===== src/rtl/uart_tx_pkg.sv =====
// Shared encodings for the UART transmit path: mux selects,
// frame controller states and parity types.
package uart_tx_pkg;

  localparam logic [1:0] SEL_START  = 2'b00;
  localparam logic [1:0] SEL_STOP   = 2'b01;
  localparam logic [1:0] SEL_DATA   = 2'b10;
  localparam logic [1:0] SEL_PARITY = 2'b11;

  localparam logic [2:0] ST_IDLE   = 3'd0;
  localparam logic [2:0] ST_START  = 3'd1;
  localparam logic [2:0] ST_DATA   = 3'd2;
  localparam logic [2:0] ST_PARITY = 3'd3;
  localparam logic [2:0] ST_STOP   = 3'd4;

  localparam logic PAR_EVEN = 1'b0;
  localparam logic PAR_ODD  = 1'b1;

endpackage


===== src/rtl/uart_tx_parity_calc.sv =====
// Parity of a payload word; par_typ_i=1 inverts the even
// parity so the frame carries an odd number of ones.
module uart_tx_parity_calc #(
  parameter int DATA_WIDTH = 8
) (
  input  logic [DATA_WIDTH-1:0] data_i,
  input  logic                  par_typ_i,
  output logic                  par_bit_o
);

  assign par_bit_o = (^data_i) ^ par_typ_i;

endmodule


===== src/rtl/uart_tx_frame_ctrl.sv =====
// UART TX frame controller: latches a byte, then walks
// start, data (LSB first), optional parity and stop bits.
module uart_tx_frame_ctrl
  import uart_tx_pkg::*;
#(
  parameter int DATA_WIDTH = 8,
  parameter int SEL_WIDTH  = 2
) (
  input  logic                  CLK,
  input  logic                  RST,
  input  logic [DATA_WIDTH-1:0] P_DATA,
  input  logic                  Data_Valid,
  input  logic                  PAR_EN,
  input  logic                  PAR_TYP,
  output logic [SEL_WIDTH-1:0]  MUX_SEL,
  output logic                  SER_DATA,
  output logic                  PAR_BIT,
  output logic                  Busy
);

  localparam int CW = $clog2(DATA_WIDTH);
  localparam logic [CW-1:0] LAST = CW'(DATA_WIDTH - 1);

  logic [2:0]            state_q, state_d;
  logic [DATA_WIDTH-1:0] shift_q, shift_d;
  logic [CW-1:0]         cnt_q, cnt_d;
  logic                  pen_q, pen_d;
  logic                  par_q, par_d;
  logic                  par_calc;
  logic [1:0]            sel;

  uart_tx_parity_calc #(
    .DATA_WIDTH(DATA_WIDTH)
  ) u_par (
    .data_i   (P_DATA),
    .par_typ_i(PAR_TYP),
    .par_bit_o(par_calc)
  );

  always_comb begin
    state_d = state_q;
    shift_d = shift_q;
    cnt_d   = cnt_q;
    pen_d   = pen_q;
    par_d   = par_q;
    case (state_q)
      ST_IDLE: begin
        cnt_d = '0;
        if (Data_Valid) begin
          shift_d = P_DATA;
          pen_d   = PAR_EN;
          par_d   = par_calc;
          state_d = ST_START;
        end
      end
      ST_START: state_d = ST_DATA;
      ST_DATA: begin
        shift_d = shift_q >> 1;
        cnt_d   = cnt_q + 1'b1;
        if (cnt_q == LAST)
          state_d = pen_q ? ST_PARITY : ST_STOP;
      end
      ST_PARITY: state_d = ST_STOP;
      ST_STOP: begin
        cnt_d   = '0;
        state_d = ST_IDLE;
      end
      default: begin
        cnt_d   = '0;
        state_d = ST_IDLE;
      end
    endcase
  end

  always_ff @(posedge CLK) begin
    if (RST) begin
      state_q <= ST_IDLE;
      shift_q <= '0;
      cnt_q   <= '0;
      pen_q   <= 1'b0;
      par_q   <= 1'b0;
    end else begin
      state_q <= state_d;
      shift_q <= shift_d;
      cnt_q   <= cnt_d;
      pen_q   <= pen_d;
      par_q   <= par_d;
    end
  end

  // Outputs come from flops only, so no input reaches them
  always_comb begin
    sel = SEL_STOP;
    case (state_q)
      ST_START:  sel = SEL_START;
      ST_DATA:   sel = SEL_DATA;
      ST_PARITY: sel = SEL_PARITY;
      default:   sel = SEL_STOP;
    endcase
  end

  assign MUX_SEL  = SEL_WIDTH'(sel);
  assign Busy     = (state_q != ST_IDLE);
  assign SER_DATA = shift_q[0];
  assign PAR_BIT  = par_q;

endmodule


===== config.mk =====
export PLATFORM = sky130hd
export DESIGN_NAME = uart_tx_frame_ctrl
export DESIGN_NICKNAME = d
export VERILOG_FILES = /design/src/rtl/uart_tx_pkg.sv /design/src/rtl/uart_tx_parity_calc.sv /design/src/rtl/uart_tx_frame_ctrl.sv
export SDC_FILE = /design/constraint.sdc
export NUM_CORES = 1
export LEC_CHECK = 0
export ABC_AREA = 1
export CAP_MARGIN = 20
export CORE_MARGIN = 3
export CORE_UTILIZATION = 40
export CTS_CLUSTER_SIZE = 10
export DETAILED_ROUTE_END_ITERATION = 7
export SLEW_MARGIN = 30
export SYNTH_ARGS = -nofsm -noshare
export SYNTH_HDL_FRONTEND = slang
export SYNTH_SLANG_ARGS = --single-unit

===== constraint.sdc =====
create_clock -name CLK -period 3.3 [get_ports CLK]
set_input_delay 0.33 -clock CLK [delete_from_list [all_inputs] [get_ports CLK]]
set_output_delay 0.33 -clock CLK [all_outputs]
set_load 0.03 [all_outputs]

==> metrics.csv <==
stage,metric,value,unit
sta,WHS,0.4606,ns
sta,RSZ-0062 raised after global routing,false,
detailed_routing,1st-iter DRT viols,12,
cts,TritonCTS Buffers,3,
sta,max_slew headroom,0.7370,
worst_hold_path,Worst Hold Class,flop to flop,
critical_path,CP Class,flop to output pin,
critical_path,crit end category,output pin,
die,Ports,18,
placed_design,post-DP HPWL,1508,um
sta,Setup Skew,0.002912,ns
sta,Worst Max-Slew Pin Slew,0.3936,ns
detailed_routing,Routed Wire Length,1877,um
global_routing,Most Crowded Layer GR,met2,
cts,post_cts resized,0,
placed_design,Placer Congestion,0.8247,
global_routing,initial antenna violation count,0,
detailed_routing,Post-route DRC,0,
global_routing,met3 Use GR,0.05995,
detailed_routing,Pre-antenna DRT Iters,4,
die,Starting Density,0.4513,
critical_path,worst path required time,2.97,ns
global_routing,All-Layer GR Usage,0.1574,
sta,Setup TNS,0,ns
global_routing,met2 Use GR,0.2550,
cts,number of H-tree levels,1,
cells_and_area,"commonest non-fill, non-tap cell in the layout",nand2_1,
flow_run,max-cap viol count,0,
placed_design,Port Buf Inserts,17,
synth,post-synth top area share,0.3409,
cts,worst skew pair latency,0.29,ns
critical_path,"delay-heaviest family, CP",buffers and inverters,
cells_and_area,Final nets,170,
synth,Synth Warn #,0,
power,Pwr Density,814.1,mW/mm2
cts,CTS root buf,clkbuf_4,
global_routing,largest net degree at the start of global routing,20,
critical_path,crit-path max FO,5,
critical_path,cell mode on critical path,inv_1,
sta,setup violators final,0,
cts,cts-stage hold buffer count,0,
synth,Yosys reg bits,16,
cts,CTS sink count,16,
critical_path,Startpoint Class,flop,
die,die area,0.002966,mm2
die,Die X,54.47,um
global_routing,gr ovfl total,0,
critical_path,CP peak stage delay,0.69,ns
cells_and_area,Antenna Cells,0,
cts,CTS max path bufs,2,
cells_and_area,"commonest cells after routing, fill and taps aside","41 x nand2_1, 21 x inv_1, 17 x clkdlybuf4s50_1",
sta,Final period util,0.6797,
cells_and_area,Syn-to-layout area delta,19.97,%
power,Static Leak,0.0005402,uW
global_routing,vias in the first global route,853,
synth,Synth Area per Inst,6.909,um2
detailed_routing,Avg WL per Cell,10.43,um
critical_path,critical path arrival,1.91,ns
die,Rows,16,
global_routing,first-pass GRT wire length,3415,um
power,Peak VDD IR,522.8,uV
cts,CTS tree,yes,
sta,Pins Over Slew Limit,0,
critical_path,Worst path slowest cell,clkdlybuf4s50_1,
detailed_routing,Final ANT Viol Nets,0,
cells_and_area,layout cells sized above 1,0.1176,
global_routing,GRT met1 Usage,0.2007,
critical_path,"Cell Chain, Critical Path",inv_1 -> nor2_1 -> inv_1 -> o21ai_0 -> clkdlybuf4s50_1,
sta,fin crit period,2.243,ns
synth,post-synthesis sequential area ratio,0.3409,
sta,final hold vios,0,
cts,"Reg clk slew, reported paths",0.09,ns
detailed_routing,via count,882,
cts,post-CTS setup buffers,0,
critical_path,Buf/Inv on CP,3,
synth,Synth area leaders,"dfxtp_1 34%, nand2_1 16%, inv_1 8.4%, a21oi_1 4.8%, o21ai_0 4.8%",
die,Die H,54.47,um
synth,Mapped Cells,136,
run_status,outcome,"finished, final reports clean",
synth,number of library cell types mapped by synthesis,25,
synth,post-synth net total,151,
synth,synthesized area,939.7,um2
detailed_routing,DR vias/cell,4.900,
die,core area,0.002082,mm2
synth,largest area contributor in the netlist,dfxtp_1,
sta,Fmax achieved,0.4458,GHz
synth_stat cells:
| cell type | n |
|---|---|
| nand3_2 | 1 |
| buf_6 | 1 |
| nand3_1 | 3 |
| a22oi_1 | 1 |
| o22ai_1 | 1 |
| nand2_2 | 1 |
| a21oi_2 | 4 |
| o21ai_1 | 7 |
| xor2_1 | 1 |
| inv_4 | 1 |
| inv_1 | 21 |
| nand2_4 | 2 |
| nand2_1 | 41 |
| buf_12 | 1 |
| buf_4 | 1 |
| dfxtp_1 | 16 |
| nor2_4 | 2 |
| o21ai_0 | 9 |
| o21ai_2 | 2 |
| a211oi_1 | 1 |
| nor2_1 | 4 |
| ha_1 | 2 |
| nor3_1 | 2 |
| a21oi_1 | 9 |
| inv_2 | 2 |
flip-flops by register name, indices dropped and copies added, names as in the netlist:
register,cells
pen_q,1
shift_q,8
state_q,3
cnt_q,3
PAR_BIT,1
logic make-up (layout without fill, tap and decap cells):
family                   after synthesis  count (layout)  synth area share
AO/OA/AOI/OAI                         34              34            0.2117
XOR/XNOR                               1               1          0.009323
adder cells (fa/ha/maj)                2               2           0.02663
buffers and inverters                 27              44            0.1398
flip-flops                            16              16            0.3409
AND/OR/NAND/NOR                       56              56            0.2716
through the flow:
stage | instances | worst slack, ns | utilization | power (uW) | cell area [um2]
final | 180 | 1.057 | 0.5415 | 917.7 | 1127
after global routing | 180 | 0.8991 | 0.5415 | 1005 | 1127
after CTS | 180 | 1.052 | 0.5415 | 924.8 | 1127
after detailed placement | 177 | 1.373 | 0.5306 | 822.4 | 1105
after global placement | 177 | 1.411 | 0.5306 | 814.5 | 1105
after floorplan | 136 | 1.613 | - | 718.3 | 939.7
path summary, 6_finish.rpt:
| path | to | startpoint | slack, ns | cells after the start |
|---|---|---|---|---|
| worst max-delay path | MUX_SEL[1] | state_q[0]$_SDFFE_PP0P_ | 1.06 | 5 |
| worst min-delay path | shift_q[1]$_SDFFE_PP0P_ | shift_q[1]$_SDFFE_PP0P_ | 0.46 | 2 |
| worst min register to register | shift_q[1]$_SDFFE_PP0P_ | shift_q[1]$_SDFFE_PP0P_ | 0.46 | 2 |
| worst max register to register | state_q[1]$_SDFFE_PP0P_ | cnt_q[0]$_SDFFE_PP0N_ | 1.85 | 6 |
worst register-to-register path, cell delays in order, from the launching register on:
cell	delay, ns
dfxtp_1	0.34
ha_1	0.20
ha_1	0.19
o22ai_1	0.30
inv_1	0.07
a21oi_1	0.17
nor2_1	0.06
power by group:
group | switching, uW | internal, uW
registers | 36.8 | 262
logic | 333 | 185
clock network | 57.9 | 42.4
final cells by class:
class	instances	area, um2
Timing Repair Buffer	17	170.2
Inverter	24	92.59
Sequential cell	16	320.3
Clock buffer	3	22.52
Tap cell	27	33.78
Fill cell	235	954.7
Multi-Input combinational cell	93	488.0
routing by layer:
metal | vias up | wire [um]
li1 | 466 | -
met1 | 392 | 902
met2 | 21 | 832
met3 | 3 | 125
met4 | 0 | 16
met5 | - | 0
No activity file was read; power rests on OpenSTA's default activity.
